<file path="config.mk">
export PLATFORM = sky130hd
export DESIGN_NAME = mem_port_arbiter
export DESIGN_NICKNAME = d
export VERILOG_FILES = /design/src/rtl/mem_port_arbiter_pkg.sv /design/src/rtl/mem_port_arbiter_lsu_align.sv /design/src/rtl/mem_port_arbiter.sv
export SDC_FILE = /design/constraint.sdc
export NUM_CORES = 1
export LEC_CHECK = 0
export BUFFER_PORTS_ARGS = -buffer_cell sky130_fd_sc_hd__buf_2
export CAP_MARGIN = 0
export CELL_PAD_IN_SITES_DETAIL_PLACEMENT = 2
export CELL_PAD_IN_SITES_GLOBAL_PLACEMENT = 2
export CORE_MARGIN = 2
export CORE_UTILIZATION = 28
export DETAILED_ROUTE_END_ITERATION = 6
export PLACE_DENSITY_LB_ADDON = 0.12
export SETUP_SLACK_MARGIN = 0.4
export SYNTH_ARGS = -nofsm -noshare
export SYNTH_HDL_FRONTEND = slang
export SYNTH_SLANG_ARGS = --single-unit
</file>
<file path="constraint.sdc">
create_clock -name i_clock -period 4.1 [get_ports i_clock]
set_clock_uncertainty 0.05 [all_clocks]
set_input_delay 0.41 -clock i_clock [delete_from_list [all_inputs] [get_ports i_clock]]
set_output_delay 0.41 -clock i_clock [all_outputs]
set_load 0.01 [all_outputs]
</file>
<file path="src/rtl/mem_port_arbiter_pkg.sv">
// mem_port_arbiter_pkg: shared funct3 encodings, arbiter states and memory request record
package mem_port_arbiter_pkg;
  localparam logic [2:0] LB = 3'b000, LH = 3'b001, LW = 3'b010, LBU = 3'b100, LHU = 3'b101;
  localparam logic [2:0] SB = 3'b000, SH = 3'b001, SW = 3'b010;
  typedef enum logic [1:0] {IDLE, DATA, FETCH, RESP} arb_state_t;
  typedef struct packed {
    logic [31:0] addr;
    logic        we;
    logic [31:0] wdata;
    logic [3:0]  strb;
  } mem_req_t;
  function automatic logic funct3_legal(input logic [2:0] f3);
    return f3 inside {LB, LH, LW, LBU, LHU, SB, SH, SW};
  endfunction
endpackage

</file>
<file path="src/rtl/mem_port_arbiter_lsu_align.sv">
// lsu_align: store lane replication/strobes, load lane extraction with sign/zero extension
module lsu_align (
  input  logic [2:0]  i_funct3,
  input  logic [1:0]  i_addr,
  input  logic [31:0] i_wdata,
  input  logic [31:0] i_rdata,
  output logic [3:0]  o_strb,
  output logic [31:0] o_wdata,
  output logic [31:0] o_rdata,
  output logic        o_misaligned
);
  logic [1:0]  sz;
  logic [7:0]  b;
  logic [15:0] h;
  logic        sx;
  always_comb begin
    sz = i_funct3[1:0];
    sx = ~i_funct3[2];
    b = i_rdata[{i_addr, 3'b000} +: 8];
    h = i_addr[1] ? i_rdata[31:16] : i_rdata[15:0];
    o_strb = sz == 2'd0 ? 4'b0001 << i_addr : sz == 2'd1 ? (i_addr[1] ? 4'b1100 : 4'b0011) : 4'b1111;
    o_wdata = sz == 2'd0 ? {4{i_wdata[7:0]}} : sz == 2'd1 ? {2{i_wdata[15:0]}} : i_wdata;
    o_rdata = sz == 2'd0 ? {{24{sx & b[7]}}, b} : sz == 2'd1 ? {{16{sx & h[15]}}, h} : i_rdata;
    o_misaligned = (sz == 2'd1 & i_addr[0]) | (sz == 2'd2 & |i_addr);
  end
endmodule

</file>
<file path="src/rtl/mem_port_arbiter.sv">
// mem_port_arbiter: shares one single-ported memory between instruction fetch and load/store,
// with a burst limit so a pending fetch is not starved by back-to-back data accesses.
module mem_port_arbiter
  import mem_port_arbiter_pkg::*;
#(
  parameter int NB_WORD        = 32,
  parameter int NB_ADDR        = 32,
  parameter int MAX_DATA_BURST = 4
) (
  input  logic               i_clock,
  input  logic               i_reset,
  input  logic               i_if_req,
  input  logic [NB_ADDR-1:0] i_if_addr,
  output logic [NB_WORD-1:0] o_if_rdata,
  output logic               o_if_valid,
  output logic               o_if_stall,
  input  logic               i_lsu_rd,
  input  logic               i_lsu_wr,
  input  logic [2:0]         i_lsu_funct3,
  input  logic [NB_ADDR-1:0] i_lsu_addr,
  input  logic [NB_WORD-1:0] i_lsu_wdata,
  output logic [NB_WORD-1:0] o_lsu_rdata,
  output logic               o_lsu_valid,
  output logic               o_lsu_err,
  output logic               o_lsu_stall,
  output logic               o_mem_req,
  output logic               o_mem_we,
  output logic [NB_ADDR-1:0] o_mem_addr,
  output logic [NB_WORD-1:0] o_mem_wdata,
  output logic [3:0]         o_mem_strb,
  input  logic [NB_WORD-1:0] i_mem_rdata,
  input  logic               i_mem_ready
);
  arb_state_t   state_q, state_d;
  mem_req_t     mreq_q, mreq_d;
  logic         data_q, data_d, err_q, err_d;
  logic [3:0]   cnt_q, cnt_d;
  logic [2:0]   f3_q, f3_d;
  logic [1:0]   k_q, k_d;
  logic [NB_WORD-1:0] lsu_rdata_q, lsu_rdata_d, if_rdata_q, if_rdata_d;
  logic         idle, lsu_req, data_go, bad, al_mis;
  logic [3:0]   al_strb;
  logic [31:0]  al_wdata, al_rdata;

  assign idle    = state_q == IDLE;
  assign lsu_req = i_lsu_rd | i_lsu_wr;
  assign data_go = lsu_req & ~(i_if_req & cnt_q == 4'(MAX_DATA_BURST));
  assign bad     = (i_lsu_rd & i_lsu_wr) | ~funct3_legal(i_lsu_funct3) | al_mis;

  // In IDLE the aligner shapes the incoming store; while waiting it extracts the returning load.
  lsu_align u_align (
    .i_funct3     (idle ? i_lsu_funct3 : f3_q),
    .i_addr       (idle ? i_lsu_addr[1:0] : k_q),
    .i_wdata      (i_lsu_wdata),
    .i_rdata      (i_mem_rdata),
    .o_strb       (al_strb),
    .o_wdata      (al_wdata),
    .o_rdata      (al_rdata),
    .o_misaligned (al_mis)
  );

  always_comb begin
    state_d     = state_q;
    mreq_d      = mreq_q;
    data_d      = data_q;
    err_d       = err_q;
    cnt_d       = i_if_req ? cnt_q : 4'd0;
    f3_d        = f3_q;
    k_d         = k_q;
    lsu_rdata_d = lsu_rdata_q;
    if_rdata_d  = if_rdata_q;
    case (state_q)
      IDLE: begin
        if (data_go) begin
          data_d      = 1'b1;
          err_d       = bad;
          f3_d        = i_lsu_funct3;
          k_d         = i_lsu_addr[1:0];
          cnt_d       = i_if_req ? cnt_q + 4'd1 : 4'd0;
          mreq_d      = bad ? mreq_q : '{addr: i_lsu_addr & ~NB_ADDR'(3), we: i_lsu_wr, wdata: al_wdata, strb: al_strb};
          lsu_rdata_d = bad ? '0 : lsu_rdata_q;
          state_d     = bad ? RESP : DATA;
        end else if (i_if_req) begin
          data_d  = 1'b0;
          err_d   = 1'b0;
          cnt_d   = 4'd0;
          mreq_d  = '{addr: i_if_addr & ~NB_ADDR'(3), we: 1'b0, wdata: '0, strb: 4'hf};
          state_d = FETCH;
        end
      end
      DATA: if (i_mem_ready) begin
        lsu_rdata_d = mreq_q.we ? '0 : al_rdata;
        state_d     = RESP;
      end
      FETCH: if (i_mem_ready) begin
        if_rdata_d = i_mem_rdata;
        state_d    = RESP;
      end
      default: state_d = IDLE;
    endcase
  end

  always_ff @(posedge i_clock or posedge i_reset) begin
    if (i_reset) begin
      state_q     <= IDLE;
      mreq_q      <= '0;
      data_q      <= 1'b0;
      err_q       <= 1'b0;
      cnt_q       <= 4'd0;
      f3_q        <= 3'd0;
      k_q         <= 2'd0;
      lsu_rdata_q <= '0;
      if_rdata_q  <= '0;
    end else begin
      state_q     <= state_d;
      mreq_q      <= mreq_d;
      data_q      <= data_d;
      err_q       <= err_d;
      cnt_q       <= cnt_d;
      f3_q        <= f3_d;
      k_q         <= k_d;
      lsu_rdata_q <= lsu_rdata_d;
      if_rdata_q  <= if_rdata_d;
    end
  end

  assign o_mem_req   = state_q == DATA | state_q == FETCH;
  assign o_mem_we    = o_mem_req & mreq_q.we;
  assign o_mem_addr  = mreq_q.addr;
  assign o_mem_wdata = mreq_q.wdata;
  assign o_mem_strb  = mreq_q.strb;
  assign o_lsu_valid = state_q == RESP & data_q;
  assign o_if_valid  = state_q == RESP & ~data_q;
  assign o_lsu_err   = o_lsu_valid & err_q;
  assign o_lsu_rdata = lsu_rdata_q;
  assign o_if_rdata  = if_rdata_q;
  assign o_if_stall  = ~i_reset & i_if_req & ~o_if_valid;
  assign o_lsu_stall = ~i_reset & lsu_req & ~o_lsu_valid;
endmodule

</file>
==> results.py, run 1 <==
metrics = {
    "die": {
        "start_util": 0.2856,
        "core_um2": 26950,
        "num_rows": 60,
        "die_h_um": 169.8,
        "die_w_um": 169.8,
        "pin_count": 276,
        "dieArea_um2": 28830,
    },
    "worst_setup_path": {
        "end_kind": "flop",
        "worstPathRequired_ps": 4430,
        "crit_type": "flop to flop",
        "crit_arrival_ps": 3810,
        "crit_fanout": 22,
        "crit_path_start_kind": "flop",
    },
    "pwr": {
        "switching_share": 0.4253,
        "p_per_area_nw_per_um2": 839.8,
        "switchingPower_mw": 3.395,
        "pwr-share-seq": 0.310,
        "p_int_mw": 4.588,
        "p_leak_nw": 4.587,
        "pwr-share-clk": 0.206,
        "vdd.ir_drop.worst_mv": 0.2864,
        "pwr-share-comb": 0.484,
    },
    "grt": {
        "track_usage": 0.1960,
        "grt_pass1_vias": 7084,
        "grt_pass1_wl_um": 43160,
        "grt_max_degree": 63,
        "antenna_found_initial": 1,
        "overflow": 0,
    },
    "sta": {
        "setup_ws_ps": 619.2,
        "worst_pin_slew_ps": 962.2,
        "worst_slew_margin_rel": 0.3584,
        "hold_viol": 0,
        "finalSetupViolCount": 0,
        "fin_crit_ps": 3481,
        "slew_violations": 0,
        "max_clock_freq_ghz": 0.2873,
        "finalSetupTns_ps": 0,
        "grt_setup_unrepaired": "true",
        "post-route-period-util": 0.8490,
    },
    "yosys": {
        "ys_seq_elements": 144,
        "synth.distinct_cells": 58,
        "netlist_area_um2": 7697,
        "ys_seq_area_frac": 0.4681,
        "yosys_most_used_dff": "dfrtp_1",
        "synth_edf_count": 0,
        "ys_warn_count": 0,
        "postSynthCellCount": 698,
        "async_flop_share": 1.000,
        "synth.area.top_cells": "dfrtp_1, buf_4, mux2i_1, mux2_2, a221o_1",
        "syn-mean-instance-area_um2": 11.03,
        "synth_largest_area_cell": "dfrtp_1",
        "synth_top_area_share": 0.4681,
    },
    "route": {
        "first_pass_iters": 4,
        "antenna_left": 0,
        "wirelength_um": 28000,
        "drt_iter0_drc": 255,
        "via_per_inst": 5.009,
        "dr_total_vias": 6266,
        "wl_per_cell_um": 22.38,
        "drc": 0,
    },
    "clock_network": {
        "cts_buffers": 17,
        "cts.htree.levels": 4,
        "tritoncts": "yes",
        "clock_latency_ps": 430,
        "clockBufferDepth": 2,
        "clock-sinks": 144,
        "cts-root-buf": "clkbuf_16",
        "ctsHoldBuffers": 0,
        "clkTransAtPathRegs_ps": 70,
    },
    "layout": {
        "syn2layout_area_growth_pct": 23.49,
        "n_fill_cell": 2950,
        "final_nets": 1040,
        "register_area_um2": 3603,
        "drive_gt1_frac": 0.4323,
        "multi_input_area_um2": 3297,
    },
    "place": {
        "hpwl_um": 19910,
        "gp_congestion": 0.8104,
        "portBuffers": 271,
        "place_ws_ps": 256.6,
    },
    "flow_run": {
        "drv_cap": 0,
    },
    "outcome": {
        "status": "finished, final reports clean",
    },
    "worst_hold_path": {
        "holdCritPathClass": "primary input to async pin",
    },
}
path summary, 6_finish.rpt:
| check | startpoint | end | slack, ps | cells after the start |
|---|---|---|---|---|
| worst max-delay path | state_q[1]$_DFFE_PP0P_ | o_mem_wdata[26]$_DFFE_PP0P_ | 620 | 8 |
| max in group asynchronous | i_reset | o_mem_wdata[1]$_DFFE_PP0P_ | 2720 | 3 |
| worst min-delay path | i_reset | mreq_q[36]$_DFFE_PP0P_ | 40 | 2 |
| min in group i_clock | i_if_addr[25] | o_mem_addr[25]$_DFFE_PP0P_ | 150 | 2 |
| worst max register to register | state_q[1]$_DFFE_PP0P_ | o_mem_wdata[26]$_DFFE_PP0P_ | 620 | 8 |
| worst min register to register | o_lsu_rdata[17]$_DFFE_PP0P_ | o_lsu_rdata[17]$_DFFE_PP0P_ | 430 | 2 |
cells by family (layout without fill, tap and decap cells):
family,after synthesis,count (layout),share of synthesized area
AO/OA/AOI/OAI,151,153,0.1575
XOR/XNOR,1,1,0.002114
adder cells (fa/ha/maj),7,7,0.01138
buffers and inverters,124,332,0.1117
flip-flops,144,144,0.4681
multiplexers,90,90,0.1390
other,1,3,0.0004872
AND/OR/NAND/NOR,180,180,0.1097
cells in the final DEF (no fill, tap or decap), drive strengths merged, types with 15 or more instances in the layout:
cell type | netlist | layout
a21oi | 16 | 17
a221o | 30 | 30
a22o | 24 | 24
buf | 98 | 291
clkbuf | 17 | 17
dfrtp | 144 | 144
inv | 9 | 15
mux2 | 39 | 39
mux2i | 44 | 44
nand2 | 74 | 74
nor2 | 35 | 35
nor3 | 36 | 36
o21ai | 36 | 37
o2bb2ai | 17 | 17
power by group through the flow:
| stage | Sequential (mW) | Clock (mW) | Combinational (mW) |
|---|---|---|---|
| 5_1_grt | 2.57 | 1.76 | 4.23 |
| 3_5_place_dp | 2.49 | 0 | 3.86 |
| 6_report | 2.48 | 1.64 | 3.86 |
| 2_1_floorplan | 2.54 | 0 | 2.76 |
| 4_1_cts | 2.49 | 1.69 | 3.90 |
| 3_3_place_gp | 2.45 | 0 | 3.72 |
state kept, by name, summed over array words and instances (netlist names), 2 cells and up:
register,cells
o_lsu_rdata,32
o_mem_strb,4
o_mem_wdata,32
o_mem_addr,30
state_q,2
k_q,2
cnt_q,4
f3_q,3
o_if_rdata,32
Yosys cell counts (all sizes together), types with 5 or more instances:
| master | number |
|---|---|
| dfrtp | 144 |
| buf | 98 |
| nand2 | 74 |
| mux2i | 44 |
| mux2 | 39 |
| nor3 | 36 |
| o21ai | 36 |
| nor2 | 35 |
| a221o | 30 |
| a22o | 24 |
| clkbuf | 17 |
| o2bb2ai | 17 |
| a21oi | 16 |
| a2bb2oi | 9 |
| inv | 9 |
| ha | 7 |
| mux4 | 7 |
| and2 | 5 |
| nand2b | 5 |
| nand3 | 5 |
| o21a | 5 |
what timing repair did:
action | in CTS | in global routing
gates cloned | 1 | 1
pin swaps | 1 | 1
buffers inserted | 0 | 1
resized for setup | 0 | 1
setup endpoints to repair | 22 | 28
per-layer routing:
layer	GRT usage	vias to the layer above	part of all wire
li1	-	2855	-
met1	0.2543	3234	0.45
met2	0.3336	160	0.50
met3	0.04594	17	0.048
met4	0.04162	0	0.0086
met5	0	-	0
per-stage QoR:
stage / hold slack, ps / util / instance area, um^2 / cells / total power, mW
after global routing: 85.08 / 0.3527 / 9505 / 1251 / 8.560
after detailed placement: 418.7 / 0.3279 / 8838 / 1215 / 6.352
after global placement: 414.3 / 0.3279 / 8838 / 1215 / 6.176
after floorplan: 392.9 / - / 7705 / 699 / 5.302
final: 44.31 / 0.3527 / 9505 / 1251 / 7.983
after CTS: 52.47 / 0.3513 / 9467 / 1248 / 8.080
worst max-delay path: stages, from the launching register on:
cell	delay, ps
dfrtp_1	420
inv_1	130
ha_1	680
mux2i_4	430
xnor2_2	180
o21a_4	270
a21oi_4	630
buf_4	400
a22o_1	190
cell type report:
type / instances / share of cell area
Antenna cell: 1 / 0.0002633
Clock buffer: 17 / 0.04475
Clock inverter: 15 / 0.02040
Inverter: 9 / 0.003949
Multi-Input combinational cell: 433 / 0.3468
Sequential cell: 144 / 0.3791
Tap cell: 341 / 0.04489
Timing Repair Buffer: 291 / 0.1598
Power figures use the tool's default switching activity.
==> run 2: changes to the inputs <==
==> constraint.sdc (replaced) <==
create_clock -name i_clock -period 3.1 [get_ports i_clock]
set_clock_uncertainty 0.05 [all_clocks]
set_input_delay 0.31 -clock i_clock [delete_from_list [all_inputs] [get_ports i_clock]]
set_output_delay 0.31 -clock i_clock [all_outputs]
set_load 0.01 [all_outputs]
==> run 2 against run 1 <==
- core utilization up 0.30 points
- cell count rose by 0.16%
- total power grew 33%
- critical path depth unchanged
==> results.py, run 2 (synthesis results as in run 1) <==
metrics = {
    "outcome": {
        "status": "finished, final reports clean",
    },
    "sta": {
        "fin_crit_ps": 2594,
        "setup_ws_ps": 506.3,
        "post-route-period-util": 0.8367,
        "finalSetupViolCount": 0,
        "worst_pin_slew_ps": 830.2,
        "worst_slew_margin_rel": 0.4465,
        "finalSetupTns_ps": 0,
        "hold_viol": 0,
        "max_clock_freq_ghz": 0.3856,
        "hold_ws_ps": 63.49,
        "slew_violations": 0,
        "grt_setup_unrepaired": "true",
    },
    "clock_network": {
        "cts.htree.levels": 4,
        "tritoncts": "yes",
        "cts-root-buf": "clkbuf_16",
        "clock_latency_ps": 430,
        "clock-sinks": 144,
        "cts_buffers": 17,
        "clkTransAtPathRegs_ps": 70,
        "clockBufferDepth": 2,
    },
    "pwr": {
        "pwr-share-clk": 0.200,
        "pwr-share-comb": 0.492,
        "p_int_mw": 6.122,
        "pwr-share-seq": 0.308,
        "switching_share": 0.4217,
        "vdd.ir_drop.worst_mv": 0.3591,
        "power.total_mw": 10.59,
        "p_leak_nw": 4.617,
        "switchingPower_mw": 4.465,
        "p_per_area_nw_per_um2": 1104,
    },
    "route": {
        "dr_total_vias": 6298,
        "drc": 0,
        "via_per_inst": 5.026,
        "wirelength_um": 27070,
        "antenna_left": 0,
        "first_pass_iters": 4,
        "drt_iter0_drc": 223,
        "wl_per_cell_um": 21.61,
    },
    "grt": {
        "grt_pass1_wl_um": 41800,
        "use_met3": 0.04198,
        "antenna_found_initial": 3,
        "grt_max_degree": 145,
        "track_usage": 0.1890,
        "grt_pass1_vias": 6942,
        "met1_usage": 0.2452,
        "grt_busiest_layer": "met2",
        "grtUsageMet2": 0.3217,
        "overflow": 0,
    },
    "worst_hold_path": {
        "holdCritPathClass": "primary input to flop",
    },
    "layout": {
        "drive_gt1_frac": 0.4402,
        "mostFrequentLayoutCell": "buf_2",
        "final_nets": 1042,
        "post-route-cell-area_um2": 9587,
        "mostFrequentLayoutCells": "buf_2, dfrtp_1, nand2_1",
        "fin_util": 0.3557,
        "fin_cells": 1253,
        "syn2layout_area_growth_pct": 24.54,
    },
    "die": {
        "die_h_um": 169.8,
        "num_rows": 60,
        "dieArea_um2": 28830,
        "core_um2": 26950,
        "pin_count": 276,
        "start_util": 0.2856,
        "die_w_um": 169.8,
    },
    "place": {
        "portBuffers": 271,
        "gp_congestion": 0.7882,
        "hpwl_um": 19640,
        "place_ws_ps": 228.8,
        "placed_area_um2": 8879,
        "dp_cells": 1217,
    },
    "worst_setup_path": {
        "crit_fanout": 41,
        "crit_type": "flop to flop",
        "crit_path_start_kind": "flop",
        "end_kind": "flop",
        "crit_arrival_ps": 2840,
        "worstPathRequired_ps": 3350,
    },
    "flow_run": {
        "drv_cap": 0,
    },
}
-- run 2: changes by cell type in the layout (fill, tap and decap cells not counted), moves of 2 or more --
cell      previous run  this run
buf_4               19        16
buf_6                0         5
clkinv_8             4         7
inv_8                5         3
-- run 2: cell type report --
cell class | count | area, um^2
inverters | 9 | 41.29
diodes | 1 | 2.502
fillers | 2948 | 17360
clock inverters | 15 | 191.4
well taps | 341 | 426.7
flip-flops and latches | 144 | 3603
clock buffers | 17 | 425.4
repair buffers | 295 | 1588
multi-input cells | 431 | 3308
-- run 2: power groups by stage --
stage	registers, mW	clock network [mW]	logic, mW
finish	3.26	2.12	5.21
global route	3.38	2.27	5.72
CTS	3.28	2.19	5.25
detailed placement	3.29	0	5.17
global placement	3.23	0	4.98
floorplan	3.36	0	3.65
-- run 2: per-layer routing --
metal,share of wire,wire length (um)
met4,0.011,311
met5,0.00033,9
met3,0.047,1267
met2,0.50,13550
met1,0.44,11930
-- run 2: final timing paths --
| path | to | slack (ps) | cells after the start | startpoint |
|---|---|---|---|---|
| worst max-delay path | o_mem_addr[7]$_DFFE_PP0P_ | 510 | 8 | state_q[1]$_DFFE_PP0P_ |
| worst min-delay path | o_mem_addr[16]$_DFFE_PP0P_ | 60 | 2 | i_if_addr[16] |
| worst max register to register | o_mem_addr[7]$_DFFE_PP0P_ | 510 | 8 | state_q[1]$_DFFE_PP0P_ |
| worst min register to register | o_lsu_rdata[5]$_DFFE_PP0P_ | 430 | 2 | o_lsu_rdata[5]$_DFFE_PP0P_ |
| max in group asynchronous | o_mem_wdata[19]$_DFFE_PP0P_ | 2300 | 3 | i_reset |
| min in group asynchronous | data_q$_DFFE_PP0P_ | 90 | 3 | i_reset |
-- run 2: critical path, cell delays in order (launching register included) --
cell	delay [ps]
dfrtp_1	450
inv_1	170
ha_4	200
mux2_4	410
a311oi_4	360
o21a_4	210
a21oi_4	70
buf_12	180
a221o_1	330
-- run 2: repair_timing --
| action | in CTS | in global routing |
|---|---|---|
| endpoints found under the setup margin | 97 | 96 |
| gates resized for setup | 8 | 9 |
| hold buffers | 0 | 0 |
| pin swaps | 0 | 3 |
| setup buffers | 1 | 2 |
| endpoints found under the hold margin | 0 | 0 |
==> run 3: changes to the inputs <==
--- a/config.mk
+++ b/config.mk
@@ -10,7 +10,7 @@
 export CELL_PAD_IN_SITES_DETAIL_PLACEMENT = 2
 export CELL_PAD_IN_SITES_GLOBAL_PLACEMENT = 2
 export CORE_MARGIN = 2
-export CORE_UTILIZATION = 28
+export CORE_UTILIZATION = 31
 export DETAILED_ROUTE_END_ITERATION = 6
 export PLACE_DENSITY_LB_ADDON = 0.12
 export SETUP_SLACK_MARGIN = 0.4
==> constraint.sdc (replaced) <==
create_clock -name i_clock -period 2.6 [get_ports i_clock]
set_clock_uncertainty 0.05 [all_clocks]
set_input_delay 0.26 -clock i_clock [delete_from_list [all_inputs] [get_ports i_clock]]
set_output_delay 0.26 -clock i_clock [all_outputs]
set_load 0.01 [all_outputs]
==> run 3 against run 2 <==
- via count increased by 3.6%
- total power rose by 31%
- wire length is 7.0% higher
- sequential power up 20%
- die area down 9.5%
- maximum frequency is 7.0% higher
- flip-flop and latch count unchanged
- final area increased by 7.2%
- non-clock buffer count increased by 44
- first-iteration DRC count is 38% higher
==> results.py, run 3 (synthesis results as in run 1) <==
metrics = {
    "clock_network": {
        "clockBufferDepth": 2,
        "cts.htree.levels": 4,
        "cts-root-buf": "clkbuf_16",
        "cts_buffers": 17,
        "clock_latency_ps": 420,
        "tritoncts": "yes",
        "clkTransAtPathRegs_ps": 70,
        "clock-sinks": 144,
    },
    "pwr": {
        "p_int_mw": 8.149,
        "pwr-share-seq": 0.282,
        "switching_share": 0.4134,
        "power.total_mw": 13.89,
        "vdd.ir_drop.worst_mv": 0.4828,
        "switchingPower_mw": 5.744,
        "pwr-share-clk": 0.187,
        "p_leak_nw": 4.952,
        "p_per_area_nw_per_um2": 1352,
        "pwr-share-comb": 0.531,
    },
    "place": {
        "hpwl_um": 20010,
        "dp_cells": 1210,
        "portBuffers": 271,
        "place_ws_ps": -9.038,
        "gp_congestion": 0.8218,
    },
    "route": {
        "drt-met1-wl_um": 12290,
        "antenna_left": 0,
        "wirelength_um": 28970,
        "drc": 0,
        "first_pass_iters": 4,
        "dr_total_vias": 6523,
        "wl_per_cell_um": 22.62,
        "via_per_inst": 5.092,
        "top_layer": "met5",
        "drt_iter0_drc": 307,
        "wl_met3_um": 1468,
        "wl_met2_um": 14810,
    },
    "layout": {
        "fin_cells": 1281,
        "multi_input_area_um2": 3430,
        "mostFrequentLayoutCells": "buf_2, dfrtp_1, nand2_1",
        "mostFrequentLayoutCell": "buf_2",
        "fin_util": 0.4225,
        "final_nets": 1086,
        "drive_gt1_frac": 0.4859,
        "n_fill_cell": 2550,
        "syn2layout_area_growth_pct": 33.50,
        "register_area_um2": 3603,
    },
    "grt": {
        "overflow": 0,
        "grt_pass1_vias": 7389,
        "track_usage": 0.2162,
        "antenna_found_initial": 4,
        "grt_max_degree": 38,
        "grt_pass1_wl_um": 43620,
    },
    "worst_setup_path": {
        "worstPathRequired_ps": 2850,
        "worst-r2r-setup-slack_ps": 180,
        "crit_type": "flop to flop",
        "crit_path_start_kind": "flop",
        "end_kind": "flop",
        "crit_fanout": 9,
        "crit_arrival_ps": 2670,
    },
    "die": {
        "dieArea_um2": 26110,
        "die_h_um": 161.6,
        "pin_count": 276,
        "start_util": 0.3165,
        "core_um2": 24320,
        "num_rows": 57,
        "die_w_um": 161.6,
    },
    "sta": {
        "post-route-period-util": 0.9319,
        "finalSetupTns_ps": 0,
        "worst_pin_slew_ps": 874.0,
        "fin_crit_ps": 2423,
        "setup_ws_ps": 177.1,
        "hold_viol": 0,
        "slew_violations": 0,
        "max_clock_freq_ghz": 0.4127,
        "finalSetupViolCount": 0,
        "worst_slew_margin_rel": 0.4161,
        "grt_setup_unrepaired": "true",
    },
    "flow_run": {
        "drv_cap": 0,
    },
    "worst_hold_path": {
        "holdCritPathClass": "primary input to flop",
    },
    "outcome": {
        "status": "finished, final reports clean",
    },
}
## run 3: cell types whose count changed in the layout (fill, tap and decap cells not counted), moves of 5 or more
cell,previous run,this run
buf_6,5,10
o21ai_0,32,22
o2bb2ai_1,17,12
o21ai_1,1,9
a2bb2oi_2,0,7
a2bb2oi_1,9,2
o2bb2ai_2,0,5
buf_4,16,37
buf_12,2,11
## run 3: power by group through the flow
stage	Sequential, mW	Combinational (mW)	Clock, mW
after floorplan	4.01	4.42	0
after global placement	3.85	6.01	0
after detailed placement	3.92	6.27	0
after CTS	3.90	6.77	2.65
after global routing	4.06	7.94	2.76
final	3.92	7.38	2.59
## run 3: metal layers
metal  global-route usage  vias up
li1                     -     2947
met1               0.2695     3366
met2               0.3716      183
met3              0.05316       23
met4              0.06291        4
met5                    0        -
## run 3: final timing paths
kind                                                   from                     endpoint  depth (start not counted)
worst min register to register  o_lsu_rdata[20]$_DFFE_PP0P_  o_lsu_rdata[20]$_DFFE_PP0P_                          2
min in group asynchronous                           i_reset           cnt_q[1]$_DFF_PP0_                          3
worst min-delay path                          i_if_addr[12]   o_mem_addr[12]$_DFFE_PP0P_                          2
max in group asynchronous                           i_reset   o_if_rdata[14]$_DFFE_PP0P_                          4
worst max register to register       state_q[0]$_DFFE_PP0P_   o_lsu_rdata[8]$_DFFE_PP0P_                          8
worst max-delay path                 state_q[0]$_DFFE_PP0P_   o_lsu_rdata[8]$_DFFE_PP0P_                          8
## run 3: critical path: stages, from the launching register on
cell and delay, ps:
dfrtp_1 380, inv_2 70, ha_4 200, buf_4 180, or4b_2 660, o31ai_2 90, o41ai_2 120, and3b_2 320
a22o_1 230
## run 3: repair_timing
action	in CTS	in global routing
hold buffers	2	0
cloned	3	3
hold endpoints to repair	30	0
pin swaps	6	12
buffers inserted	15	14
resized for setup	20	43
endpoints found under the setup margin	110	110
## run 3: stage by stage
stage	cell area, um^2	hold slack [ps]
6_report	10280	16.52
2_1_floorplan	7739	332.1
4_1_cts	9898	1.157
5_1_grt	10280	4.657
3_5_place_dp	8982	417.0
3_3_place_gp	8982	411.3
## run 3: final cells by class
class | count | share of cell area
clock buffer | 17 | 0.04140
clock inverter | 15 | 0.01863
timing repair buffer | 339 | 0.2116
tap | 324 | 0.03945
antenna | 2 | 0.0004870
inverter | 9 | 0.004018
multi-input combinational | 431 | 0.3337
sequential | 144 | 0.3507
